[config.mk]
export PLATFORM = sky130hd
export DESIGN_NAME = chipout_scheduler
export DESIGN_NICKNAME = d
export VERILOG_FILES = /design/src/rtl/chipout_scheduler.sv
export SDC_FILE = /design/constraint.sdc
export NUM_CORES = 1
export LEC_CHECK = 0
export ABC_CLOCK_PERIOD_IN_PS = 5050
export BUFFER_PORTS_ARGS = -buffer_cell sky130_fd_sc_hd__buf_2
export CAP_MARGIN = 20
export CORE_ASPECT_RATIO = 0.5
export CORE_MARGIN = 1
export CORE_UTILIZATION = 35
export CTS_BUF_LIST = sky130_fd_sc_hd__clkbuf_16
export DETAILED_ROUTE_END_ITERATION = 8
export PLACE_DENSITY_LB_ADDON = 0.15
export RECOVER_POWER = 50
export SYNTH_ARGS = -nofsm -noshare
export SYNTH_HDL_FRONTEND = slang
export SYNTH_SLANG_ARGS = --single-unit
[constraint.sdc]
create_clock -name CLK -period 5.05 [get_ports CLK]
set_input_delay 0.7575 -clock CLK [delete_from_list [all_inputs] [get_ports CLK]]
set_output_delay 0.7575 -clock CLK [all_outputs]
set_load 0.01 [all_outputs]
[src/rtl/chipout_scheduler.sv]
// rtl/chipout_scheduler.sv - round-robin scheduler driving the 6-bit chip output bus
//
// Grants one of NREQ word sources at a time, latches its 5-bit word and drives
// databus with a setup / strobe / hold sequence (bit 5 = DATAREADY).
//
// Ports:
//   CLK       in   clock
//   RST       in   asynchronous active-high reset
//   en        in   allow new grants (an ongoing transfer always completes)
//   req       in   [NREQ-1:0] request per source, held until its ack
//   words     in   [5*NREQ-1:0] packed words, source i at [5i+4:5i]
//   ack       out  [NREQ-1:0] one-cycle one-hot grant/capture pulse
//   databus   out  [5:0] word in [4:0], DATAREADY in [5]
//   busy      out  high whenever the FSM is not idle
//   grant_id  out  [2:0] index of the current or most recent grantee
module chipout_scheduler #(
    parameter int NREQ       = 4,
    parameter int SETUP_CYC  = 2,
    parameter int STROBE_CYC = 4,
    parameter int HOLD_CYC   = 2
) (
    input  logic                CLK,
    input  logic                RST,
    input  logic                en,
    input  logic [NREQ-1:0]     req,
    input  logic [5*NREQ-1:0]   words,
    output logic [NREQ-1:0]     ack,
    output logic [5:0]          databus,
    output logic                busy,
    output logic [2:0]          grant_id
);

    typedef enum logic [1:0] {IDLE, SETUP, STROBE, HOLD} state_t;

    state_t          state, state_nxt;
    logic [7:0]      cnt, cnt_nxt;
    logic [2:0]      ptr, ptr_nxt;
    logic [NREQ-1:0] ack_nxt;
    logic [5:0]      databus_nxt;
    logic [2:0]      grant_id_nxt;

    // Zero-extended copies so a 3-bit index never selects past the real vector.
    logic [7:0]      req_ext;
    logic [39:0]     words_ext;
    logic            found;
    logic [2:0]      winner;
    logic [3:0]      idx;
    logic [3:0]      winner_p1;
    logic [4:0]      win_word;

    assign req_ext   = 8'(req);
    assign words_ext = 40'(words);

    // Round-robin search: start at ptr, increase, wrap at NREQ-1 -> 0.
    always_comb begin
        found  = 1'b0;
        winner = 3'd0;
        idx    = 4'd0;
        for (int i = 0; i < NREQ; i++) begin
            idx = {1'b0, ptr} + 4'(i);
            if (idx >= 4'(NREQ)) begin
                idx = idx - 4'(NREQ);
            end
            if (!found && req_ext[idx[2:0]]) begin
                found  = 1'b1;
                winner = idx[2:0];
            end
        end
    end

    assign winner_p1 = {1'b0, winner} + 4'd1;
    assign win_word  = words_ext[winner*5 +: 5];

    always_comb begin
        state_nxt    = state;
        cnt_nxt      = cnt;
        ptr_nxt      = ptr;
        ack_nxt      = '0;
        databus_nxt  = databus;
        grant_id_nxt = grant_id;
        case (state)
            IDLE: begin
                databus_nxt = 6'd0;
                if (en && found) begin
                    state_nxt    = SETUP;
                    cnt_nxt      = 8'(SETUP_CYC - 1);
                    ptr_nxt      = (winner_p1 == 4'(NREQ)) ? 3'd0 : winner_p1[2:0];
                    ack_nxt      = NREQ'(1) << winner;
                    databus_nxt  = {1'b0, win_word};
                    grant_id_nxt = winner;
                end
            end
            SETUP: begin
                if (cnt == 8'd0) begin
                    state_nxt      = STROBE;
                    cnt_nxt        = 8'(STROBE_CYC - 1);
                    databus_nxt[5] = 1'b1;
                end else begin
                    cnt_nxt = cnt - 8'd1;
                end
            end
            STROBE: begin
                if (cnt == 8'd0) begin
                    state_nxt      = HOLD;
                    cnt_nxt        = 8'(HOLD_CYC - 1);
                    databus_nxt[5] = 1'b0;
                end else begin
                    cnt_nxt = cnt - 8'd1;
                end
            end
            HOLD: begin
                if (cnt == 8'd0) begin
                    state_nxt   = IDLE;
                    databus_nxt = 6'd0;
                end else begin
                    cnt_nxt = cnt - 8'd1;
                end
            end
            default: begin
                state_nxt   = IDLE;
                databus_nxt = 6'd0;
            end
        endcase
    end

    // busy is registered from the next state so it tracks the FSM without lag.
    always_ff @(posedge CLK or posedge RST) begin
        if (RST) begin
            state    <= IDLE;
            cnt      <= 8'd0;
            ptr      <= 3'd0;
            ack      <= '0;
            databus  <= 6'd0;
            busy     <= 1'b0;
            grant_id <= 3'd0;
        end else begin
            state    <= state_nxt;
            cnt      <= cnt_nxt;
            ptr      <= ptr_nxt;
            ack      <= ack_nxt;
            databus  <= databus_nxt;
            busy     <= (state_nxt != IDLE);
            grant_id <= grant_id_nxt;
        end
    end

endmodule

==> reports/metrics.cfg <==
[clock_tree]
cts_tree = built
clk_path_buf_depth = 2
htreeDepth = 1
numCtsBuffers = 3
path_clk_slew_ns = 0.07
insertion_delay_ns = 0.26
cts_root_buf = clkbuf_16
cts.sinks = 27
post_cts_buffers = 0
cts_hold_buf = 0
cts_resized = 0

[die]
design.die.area_um2 = 5710
fp-row-count = 18
die_height_um = 53.9
start_util = 0.374
io_pins = 41
coreArea_um2 = 5040
die_w_um = 106

[routing]
wl_per_cell_um = 14.4
drtPass1Iterations = 4
drc_errors = 0
viasPerCell = 5.40
drt_wl_total_um = 4230
drtIter0Drc = 110
postRouteAntennaNets = 0
vias = 1588

[synthesis]
synth_ff_type = dfrtp_1
syn_avg_cell_area_um2 = 10.0
yosysTopAreaCellShare = 0.358
synth_area_leader_cell = dfrtp_1
synth_enable_flop_cells = 0
syn_nets = 224
synth.distinct_cells = 53
synth.ff_latch_count = 27
yosys_warnings = 0
netlist_area_um2 = 1890
synth_cells = 188
yosys-top-cells-area = dfrtp_1, ha_1, a211o_1
ys_seq_area_frac = 0.358
async_flop_share = 1.00

[critical_path]
critical_path_peak_fanout = 14
criticalPathCategory = register to register
worstPathArrival_ns = 3.83
setup.worst_path.end_class = register
startpoint_type = register
cp.required_ns = 5.24

[job]
maxCapViolCount = 0

[power_and_ir_drop]
power_density_nw_per_um2 = 616
irDropWorstVdd_mv = 0.246
leakage_nw = 0.970

[timing]
hold_violations = 0
post-route-period-util = 0.720
tightest_slew_ns = 1.08
setup-tns-final_ns = 0
max_freq_mhz = 275
final-setup-viol-count = 0
holdWs_ns = 0.423
period_needed_ns = 3.64
rsz0062_at_grt = false
slew_violations = 0
clock_skew_ns = 0.00654
max-slew-margin-rel = 0.283

[placed_design]
port_buffers = 40
gp_congestion = 0.839
place_inst = 288
place_hpwl_um = 3130

[finish]
drive_gt1_frac = 0.232
antennaDiodeCount = 0
fin_cells = 294
fin_nets = 261
syn_to_final_growth_pct = 15.1

[grt]
grt-ovfl-total = 0
grt_util_all_layers = 0.157
grt_pass1_vias = 1464
antenna_found_initial = 0
grt_pass1_wl_um = 6980
grt_start_max_net_pins = 28

[outcome]
outcome = completed

[min_path]
hold_path_class = input port to asynchronous set/reset pin

==> synthesized netlist by cell type (2+ instances only) <==
library cell / n
a211o_1: 7
a21oi_1: 9
a31oi_1: 5
a32o_1: 5
and2_1: 6
and2b_1: 2
and3_1: 2
buf_2: 3
buf_6: 3
clkbuf_8: 2
dfrtp_1: 27
ha_1: 9
inv_1: 9
mux2_2: 3
mux2i_1: 3
mux4_1: 2
nand2_1: 7
nand3_1: 2
nor2_1: 14
nor3_1: 3
nor4_1: 5
o211a_1: 2
o211ai_1: 2
o21ai_0: 12
o31a_1: 6
o31ai_1: 6
or3_1: 2
or4_1: 5
==> state kept, by name, indices dropped and copies added, names as in the netlist <==
signal and flops:
state 2, databus 6, busy 1, ptr 3
grant_id 3, cnt 8, ack 4
==> through the flow <==
step           total power, mW  setup WS [ns]  instance area, um^2   util
6_report                  1.34           1.41                 2170  0.431
5_1_grt                   1.47           1.19                 2170  0.431
4_1_cts                   1.34           1.44                 2170  0.430
3_5_place_dp              1.16           1.46                 2090  0.414
3_3_place_gp              1.15           1.56                 2090  0.414
2_1_floorplan             1.04           1.89                 1890      -
==> cell type report <==
cell class              count  area [um^2]
flip-flops and latches     27          676
repair buffers             42          203
multi-input cells         142         1090
well taps                  70         87.6
clock buffers               3         75.1
fillers                   521         2870
inverters                   9         33.8
clock inverters             1         7.51
==> worst max-delay path, stage by stage, from the launching register on <==
cell	delay, ns
dfrtp_1	0.63
inv_1	0.17
ha_1	0.46
mux2_2	0.39
a211o_1	0.30
a41o_2	0.29
a21oi_4	0.31
inv_1	0.12
ha_1	0.25
ha_1	0.30
inv_1	0.04
a211o_1	0.24
o21ai_0	0.06
==> logic make-up (layout without fill, tap and decap cells) <==
group / count (synthesis) / after routing / share of synthesized area
mux: 9 / 9 / 0.0690
buf+inv: 19 / 55 / 0.0643
simple gates: 57 / 57 / 0.183
fa+ha+maj: 9 / 9 / 0.0597
xor+xnor: 1 / 1 / 0.00464
flops: 27 / 27 / 0.358
other cells: 1 / 1 / 0.00199
compound gates: 65 / 65 / 0.259
==> worst paths after layout <==
check	cells past startpoint	end	start	slack (ns)
max in group asynchronous	3	cnt[1]	RST	3.34
min reg2reg	1	grant_id[2]	grant_id[2]	0.49
min	2	databus[4]	RST	0.42
max	12	ptr[0]	ptr[0]	1.41
min in group CLK	1	grant_id[2]	grant_id[2]	0.49
max reg2reg	12	ptr[0]	ptr[0]	1.41
==> cell usage in the layout, fill, tap and decap left out, drive strengths merged, types with 5 or more instances in the layout <==
cell,synthesis,final
nand2,7,7
inv,9,9
a211o,7,7
a31oi,5,5
a21oi,10,10
o21ai,13,13
clkbuf,3,12
or4,6,6
buf,7,33
a32o,5,5
ha,9,9
dfrtp,27,27
o31a,6,6
nor4,5,5
nor2,14,14
and2,6,6
o31ai,6,6
==> where the power goes <==
part           switching, mW  total (mW)  internal, mW
Sequential            0.0992       0.397         0.297
Clock                 0.0751       0.183         0.108
Combinational          0.427       0.759         0.333
==> metal layers <==
| layer | track usage | part of all wire |
|---|---|---|
| met5 | 0 | 0 |
| met4 | 0.0370 | 0.0038 |
| met3 | 0.0291 | 0.017 |
| met2 | 0.264 | 0.48 |
| met1 | 0.213 | 0.50 |
Note: power is estimated with default switching activity, not from simulation.
